==> src/rtl/adc_sar_ctrl.sv <==
// SAR ADC conversion controller: sample phase, WIDTH-step binary search
// driving split positive/negative DAC arrays, conventional or monotonic
// capacitor switching, optional free-run.
// Optional feature: define ADC_SAR_TEST_EN to add test_en/test_data, which
// replace the comparator with a preloaded MSB-first bit pattern.
module adc_sar_ctrl #(
  parameter int WIDTH       = 10,
  parameter int SAMP_CYCLES = 2
) (
  input  logic             wb_clk_i,
  input  logic             rst_n,
  input  logic             start,
  input  logic             mode,
  input  logic             cont,
  input  logic             comp,
`ifdef ADC_SAR_TEST_EN
  input  logic             test_en,
  input  logic [WIDTH-1:0] test_data,
`endif
  output logic             samp,
  output logic [WIDTH-1:0] b,
  output logic [WIDTH-1:0] bn,
  output logic             busy,
  output logic [WIDTH-1:0] data_out,
  output logic             data_valid
);

  typedef enum logic [1:0] {IDLE, SAMPLE, CONVERT, DONE} state_t;

  localparam logic [3:0]       SAMP_LAST = 4'(SAMP_CYCLES - 1);
  localparam logic [WIDTH-1:0] MSB_ONE   = {1'b1, {(WIDTH-1){1'b0}}};
  localparam logic [WIDTH-1:0] ALL_ONES  = '1;

  state_t           r_state;
  state_t           w_stateNext;
  logic [3:0]       r_sampCnt;
  logic             r_mode;
  logic [WIDTH-1:0] r_mask;
  logic [WIDTH-2:0] r_res;
  logic [WIDTH-1:0] r_b;
  logic [WIDTH-1:0] r_bn;
  logic [WIDTH-1:0] r_dataOut;
  logic [WIDTH-1:0] w_bStep;
  logic [WIDTH-1:0] w_bnStep;
  logic             w_comp;
  logic             w_sampEnd;
  logic             w_convEnd;
  logic             w_goSample;

  assign w_sampEnd  = (r_state == SAMPLE) && (r_sampCnt == SAMP_LAST);
  assign w_convEnd  = (r_state == CONVERT) && r_mask[0];
  assign w_goSample = start | cont;

`ifdef ADC_SAR_TEST_EN
  logic             r_useTest;
  logic [WIDTH-1:0] r_testSr;

  // Capture the test pattern as conversion begins and shift it out MSB-first
  always_ff @(posedge wb_clk_i or negedge rst_n) begin
    if (!rst_n) begin
      r_useTest <= 1'b0;
      r_testSr  <= '0;
    end else if (w_sampEnd) begin
      r_useTest <= test_en;
      r_testSr  <= test_data;
    end else if (r_state == CONVERT) begin
      r_testSr  <= {r_testSr[WIDTH-2:0], 1'b0};
    end
  end

  assign w_comp = r_useTest ? r_testSr[WIDTH-1] : comp;
`else
  assign w_comp = comp;
`endif

  // State register; reset aborts any conversion in progress
  always_ff @(posedge wb_clk_i or negedge rst_n) begin
    if (!rst_n) r_state <= IDLE;
    else        r_state <= w_stateNext;
  end

  // Next-state logic and phase outputs
  always_comb begin
    w_stateNext = r_state;
    samp        = 1'b0;
    busy        = 1'b0;
    data_valid  = 1'b0;
    case (r_state)
      IDLE: begin
        if (w_goSample) w_stateNext = SAMPLE;
      end
      SAMPLE: begin
        samp = 1'b1;
        busy = 1'b1;
        if (w_sampEnd) w_stateNext = CONVERT;
      end
      CONVERT: begin
        busy = 1'b1;
        if (r_mask[0]) w_stateNext = DONE;
      end
      DONE: begin
        data_valid  = 1'b1;
        w_stateNext = w_goSample ? SAMPLE : IDLE;
      end
      default: w_stateNext = IDLE;
    endcase
  end

  // Sample-phase length counter, cleared whenever not sampling
  always_ff @(posedge wb_clk_i or negedge rst_n) begin
    if (!rst_n)                            r_sampCnt <= '0;
    else if (r_state == SAMPLE && !w_sampEnd) r_sampCnt <= r_sampCnt + 4'd1;
    else                                   r_sampCnt <= '0;
  end

  // Switching mode is frozen at the moment a conversion is launched
  always_ff @(posedge wb_clk_i or negedge rst_n) begin
    if (!rst_n)
      r_mode <= 1'b0;
    else if ((r_state == IDLE || r_state == DONE) && w_goSample)
      r_mode <= mode;
  end

  // DAC update for the bit selected by r_mask, in either switching scheme
  always_comb begin
    w_bStep  = r_b;
    w_bnStep = r_bn;
    if (r_mode) begin
      if (w_comp) w_bnStep = r_bn & ~r_mask;
      else        w_bStep  = r_b & ~r_mask;
    end else begin
      w_bStep  = (r_b & ~r_mask) | (w_comp ? r_mask : '0) | (r_mask >> 1);
      w_bnStep = ~w_bStep;
    end
  end

  // Bit-walk mask, partial result and DAC arrays; the DAC parks outside CONVERT
  always_ff @(posedge wb_clk_i or negedge rst_n) begin
    if (!rst_n) begin
      r_mask <= '0;
      r_res  <= '0;
      r_b    <= '0;
      r_bn   <= ALL_ONES;
    end else if (w_sampEnd) begin
      r_mask <= MSB_ONE;
      r_res  <= '0;
      r_b    <= r_mode ? ALL_ONES : MSB_ONE;
      r_bn   <= r_mode ? ALL_ONES : ~MSB_ONE;
    end else if (r_state == CONVERT) begin
      r_mask <= r_mask >> 1;
      r_res  <= {r_res[WIDTH-3:0], w_comp};
      r_b    <= w_convEnd ? '0 : w_bStep;
      r_bn   <= w_convEnd ? ALL_ONES : w_bnStep;
    end else begin
      r_mask <= '0;
      r_b    <= '0;
      r_bn   <= ALL_ONES;
    end
  end

  // Result register is only written when the final bit resolves
  always_ff @(posedge wb_clk_i or negedge rst_n) begin
    if (!rst_n)         r_dataOut <= '0;
    else if (w_convEnd) r_dataOut <= {r_res, w_comp};
  end

  assign b        = r_b;
  assign bn       = r_bn;
  assign data_out = r_dataOut;

endmodule

==> config.mk <==
export PLATFORM = sky130hd
export DESIGN_NAME = adc_sar_ctrl
export DESIGN_NICKNAME = d
export VERILOG_FILES = /design/src/rtl/adc_sar_ctrl.sv
export SDC_FILE = /design/constraint.sdc
export NUM_CORES = 1
export LEC_CHECK = 0
export ABC_AREA = 1
export BUFFER_PORTS_ARGS = -buffer_cell sky130_fd_sc_hd__buf_2
export CAP_MARGIN = 20
export CELL_PAD_IN_SITES_DETAIL_PLACEMENT = 1
export CELL_PAD_IN_SITES_GLOBAL_PLACEMENT = 2
export CORE_ASPECT_RATIO = 1.2
export CORE_MARGIN = 8
export CORE_UTILIZATION = 30
export CTS_CLUSTER_SIZE = 40
export DETAILED_ROUTE_END_ITERATION = 10
export GPL_ROUTABILITY_DRIVEN = 0
export PLACE_DENSITY = 0.77
export SYNTH_ARGS = -nofsm -noshare
export SYNTH_HDL_FRONTEND = slang
export SYNTH_SLANG_ARGS = --single-unit
==> constraint.sdc <==
create_clock -name wb_clk_i -period 2.9 [get_ports wb_clk_i]
set_input_delay 0.58 -clock wb_clk_i [delete_from_list [all_inputs] [get_ports wb_clk_i]]
set_output_delay 0.58 -clock wb_clk_i [all_outputs]
set_load 0.005 [all_outputs]
== After elaboration in Yosys (flattened, before gate mapping) ==
Index checks and enable logic that the tools add are counted.
Cells by class
  add/subtract/negate cells: 1
  shifts and indexed selects: 0
  eq/ne operators: 9
  bitwise operators: 7
  order comparisons: 0
  multiplexer cells: 26
  divide/modulo/power cells: 0
  reductions and logical operators: 10
  multipliers: 0
Operator list (number)
  10-bit two-way mux: 13
  9-bit two-way mux: 4
  10-bit bitwise AND: 2
  10-bit inverter: 2
  5-bit inequality test, second input constant: 2
  10-bit OR: 1
  10-bit by 9-bit OR with 10-bit output: 1
  2-bit one-hot mux with 4 select lines: 1
  2-bit two-way mux: 3
  2-bit inequality test, second input constant: 3
  4-bit by 1-bit adder with 4-bit output, second input constant: 1
  2-bit == test, second input constant: 2
  4-bit by 1-bit == test with 1-bit output, second input constant: 1
  1-bit logical AND: 4
  1-bit two-way mux: 4
  4-bit two-way mux: 1
  3-bit AND reduction: 1
  2-bit by 1-bit == test with 1-bit output, second input constant: 1
  2-bit zero test: 1
  2-bit nonzero test: 1
  2-bit OR reduction: 1
  1-bit zero test: 1
  1-bit logical OR: 1
  1-bit OR: 1
Word-level totals
  latch bits: 0
  memory bits (writable): 0
  ROM bits: 0
  bits in registers: 56
  output and inout bits: 33
  input bits: 6
  logic and storage cells: 61
  memories: 0

== Logic depth before layout (Yosys ltp) ==
  word-level depth: 9
  mapped depth: 10
  depth with buffers taken out: 8

== Worst setup path before layout ==
OpenSTA, ideal clock, no wires.
  kind: reg2reg
  from: register r_state[0]
  to: register r_bn[9], in the netlist bn[9]
  data required time: 2.816 ns
  period minus slack after synthesis: 1.424 ns
  path buffers: 2
  path slack: 1.476 ns
  arrival: 1.340 ns
  cell stages (with the launch flop): 10
  setup time: 0.084 ns
  path through: dfrtp_1 -> inv_1 -> ha_1 -> buf_4 -> inv_2 -> nor2_4 -> buf_4 -> nand2_1 -> o21ai_1 -> nand3_1
Between the ends
  cells in the longest elaborated chain, start to end: 5
  elaborated cells between the ends (all ways): 8
  those cells by class: 3 x eq/ne; 3 x mux; 2 x reduce/logical
RTL lines
  start, declared: line 34  | state_t r_state;
  start signal, assigned: line 79  | else r_state <= w_stateNext;
  2-bit == test: line 51, 149
  1-bit logical AND: line 51  | assign w_convEnd = (r_state == CONVERT) && r_mask[0];
  10-bit two-way mux: line 153  | r_bn <= w_convEnd ? ALL_ONES : w_bnStep;
  10-bit two-way mux: line 149  | end else if (r_state == CONVERT) begin
  10-bit two-way mux: line 144  | end else if (w_sampEnd) begin
  end signal, assigned: line 148  | r_bn <= r_mode ? ALL_ONES : ~MSB_ONE;
  end signal, assigned: line 153
  end, declared: line 41  | logic [WIDTH-1:0] r_bn;
Parallel ways exist; a longest one is shown, timed or not.
A chain may end at the register's enable or synchronous reset.

== Worst setup path after layout ==
  from: register r_state[0]
  to: output port busy
Between the ends
  cells in the longest elaborated chain, start to end: 3
  elaborated cells between the ends (all ways): 4
  those cells by class: 2 x eq/ne; 1 x mux; 1 x reduce/logical
RTL lines
  2-bit by 1-bit == test with 1-bit output / 2-bit == test (equally long branches): line 88  | case (r_state)
  2-bit OR reduction (no line) *
  1-bit two-way mux *: line 88
  end, declared: line 23  | output logic busy,
Mark *: on every way between the ends. The rest lies on a longest branch, timed or not.

==> flow_metrics.env <==
export IMPL_diodes=0
export IMPL_start_kind="register"
export IMPL_fin_crit_sh_pct=66.2
export IMPL_drt_total_wl_mm=6.90
export IMPL_synthDistinctLibCells=26
export IMPL_r2r_cells=5
export IMPL_pre_cts_ws_ns=0.986
export IMPL_die_h_um=120
export IMPL_cts_buffers=5
export IMPL_finalNonFillerCells=469
export IMPL_ios=39
export IMPL_yosys_register_bits=56
export IMPL_period_minus_slack_ns=1.92
export IMPL_drtIter0Drc=74
export IMPL_cts_repair_resized=0
export IMPL_status="complete, no violations"
export IMPL_holdWs_ns=0.204
export IMPL_insertion_delay_ns=0.32
export IMPL_critical_path_buf_inv_count=2
export IMPL_final_nets=361
export IMPL_path_delay_family="flip-flops"
export IMPL_path_max_fanout=5
export IMPL_vias=2167
export IMPL_ff2ff_setup_slack_ns=1.01
export IMPL_final_setup_skew_ns=0.0115
export IMPL_rsz0062_at_grt="false"
export IMPL_viasPerCell=4.62
export IMPL_wl_per_cell_um=14.7
export IMPL_grt_pass1_wl_mm=11.7
export IMPL_crit_start="r_state[0]"
export IMPL_numPlacedInstances=461
export IMPL_synth_area_top_cells="dfrtp_1, dfstp_2, nand2_1, nand3_1, inv_1"
export IMPL_timing_rr_start="r_state[0]"
export IMPL_cts_tree="yes"
export IMPL_area_delta_synth_final_pct=14.6
export IMPL_slew_headroom_pct=43.3
export IMPL_hold_class="input pin to asynchronous set/reset pin"
export IMPL_cp_data_arrival_time_ns=1.34
export IMPL_io_buffer_count=38
export IMPL_synthesis_area_um2=2710
export IMPL_hold_buffers=0
export IMPL_synth_most_common_cell="nand2_1"
export IMPL_clkSlewWorstSetupHoldPaths_ns=0.11
export IMPL_clock_fmax_mhz=521
export IMPL_drive_above_1_share_pct=20.9
export IMPL_core_um2=8940
export IMPL_ant_nets=0
export IMPL_grt_pass1_vias=2333
export IMPL_antenna_found_initial=0
export IMPL_synth_edff_count=0
export IMPL_worstSetupEndpointType="output pin"
export IMPL_cts_root_buf="clkbuf_8"
export IMPL_clock_sinks=56
export IMPL_avgSynthCellArea_um2=8.67
export IMPL_grt_util_all_layers_pct=12.1
export IMPL_syn_instance_count=313
export IMPL_setup_tns_ns=0
export IMPL_cp_data_required_time_ns=2.32
export IMPL_slowest_delay_ns=0.42
export IMPL_r2r_end="data_out[2]"
export IMPL_cpMaxStageDelayCell="dfrtp_1"
export IMPL_initial_core_util_pct=30.4
export IMPL_fp_row_count=38
export IMPL_drt_pass1_iterations=4
export IMPL_power_density_nw_per_um2=853
export IMPL_die_width_um=103
export IMPL_syn_nets=326
export IMPL_maxSlewViolCount=0
export IMPL_hold_viol=0
export IMPL_synth_commonest_cells="nand2_1, dfrtp_1, inv_1"
export IMPL_cts_buffer_depth=2
export IMPL_power_leakage_nw=1.63
export IMPL_fin_ws_ns=0.979
export IMPL_async_reset_ff_share_pct=100
export IMPL_htreeDepth=2
export IMPL_dp_hpwl_mm=4.97
export IMPL_path_cells="inv_1 -> ha_1 -> buf_2"
export IMPL_ys_flop_type="dfrtp_1"
export IMPL_crit_type="register to output pin"
export IMPL_yosysWarnings=0
export IMPL_synth_top_area_cell="dfrtp_1"
export IMPL_postCtsSetupBuffers=0
export IMPL_cap_viol_max_count=0
export IMPL_p_total_w=0.00265
export IMPL_ys_seq_area_share_pct=52.1
export IMPL_dieArea_um2=12400
export IMPL_grt_ovfl_total=0
export IMPL_setup_viol=0
export IMPL_grt_max_degree=35
export IMPL_tightest_slew_ns=0.851
export IMPL_drc=0
export IMPL_synth_top_area_share_pct=42.4
export IMPL_ir_drop_mv=0.372
==> area by class of cell <==
type,instances,area (µm²)
flip-flops and latches,56,1410
inverters,45,169
well taps,120,150
fillers,1126,5830
repair buffers,41,213
multi-input cells,199,1040
clock inverters,2,38.8
clock buffers,6,82.6
==> power by group <==
group          switching, W  internal, W
Clock              0.000270     0.000283
Sequential         0.000165     0.000965
Combinational      0.000613     0.000355
Total               0.00105      0.00160
==> metal layers <==
layer / global-route usage [%] / wire (µm) / up-vias
met5: 0 / 0 / -
met4: 5.44 / 181 / 0
met3: 2.42 / 254 / 11
met2: 20.3 / 3460 / 34
met1: 14.4 / 3010 / 1059
li1: - / - / 1063
==> worst max path at each step <==
stage                       end  depth (start not counted)
finish                     busy                          3
global route               b[0]                          7
CTS                        busy                          3
detailed placement  data_out[2]                          5
global placement    data_out[2]                          5
floorplan                 bn[9]                          9
==> kinds of logic (layout without fill, tap and decap cells) <==
family / Yosys count / after routing / synth area share, %
AOI/OAI and AO/OA: 40 / 40 / 7.93
xor gates and xnor gates: 2 / 2 / 0.646
and+or+nand+nor: 145 / 145 / 24.5
DFF: 56 / 56 / 52.1
adders and majority gates: 7 / 7 / 3.23
buffers and inverters: 58 / 94 / 9.50
muxes: 5 / 5 / 2.07
==> registers in the layout, summed over array words and instances, names as in the netlist <==
name       cells
b             10
bn            10
data_out      10
r_mask        10
r_res          9
r_sampCnt      4
r_state        2
r_mode         1
==> placed cells by master (no fill, tap or decap) <==
cell / netlist / routed
nor2_1: 24 / 24
o211ai_1: 2 / 2
clkbuf_8: 0 / 6
o21ai_1: 1 / 1
xor2_1: 1 / 1
dfstp_2: 10 / 10
nand3_1: 38 / 38
buf_4: 6 / 3
a21oi_1: 9 / 9
nand3b_1: 1 / 1
nand3_4: 2 / 2
nand4_1: 9 / 9
nor2_4: 2 / 2
mux2_2: 5 / 5
o21ai_0: 24 / 24
dfrtp_1: 46 / 46
inv_1: 42 / 42
inv_2: 3 / 3
nand2_1: 67 / 67
a21boi_1: 4 / 4
clkinv_4: 0 / 1
nor2_2: 1 / 1
bufinv_16: 0 / 1
xnor2_1: 1 / 1
nand2_2: 1 / 1
ha_1: 7 / 7
buf_2: 2 / 38
==> stage by stage <==
stage / utilization (%) / cell area [µm²]
3_5_place_dp: 33.4 / 2990
6_report: 34.8 / 3110
2_1_floorplan: - / 2710
3_3_place_gp: 33.4 / 2990
5_1_grt: 34.8 / 3110
4_1_cts: 34.8 / 3110
No activity file was read; power rests on OpenSTA's default activity.
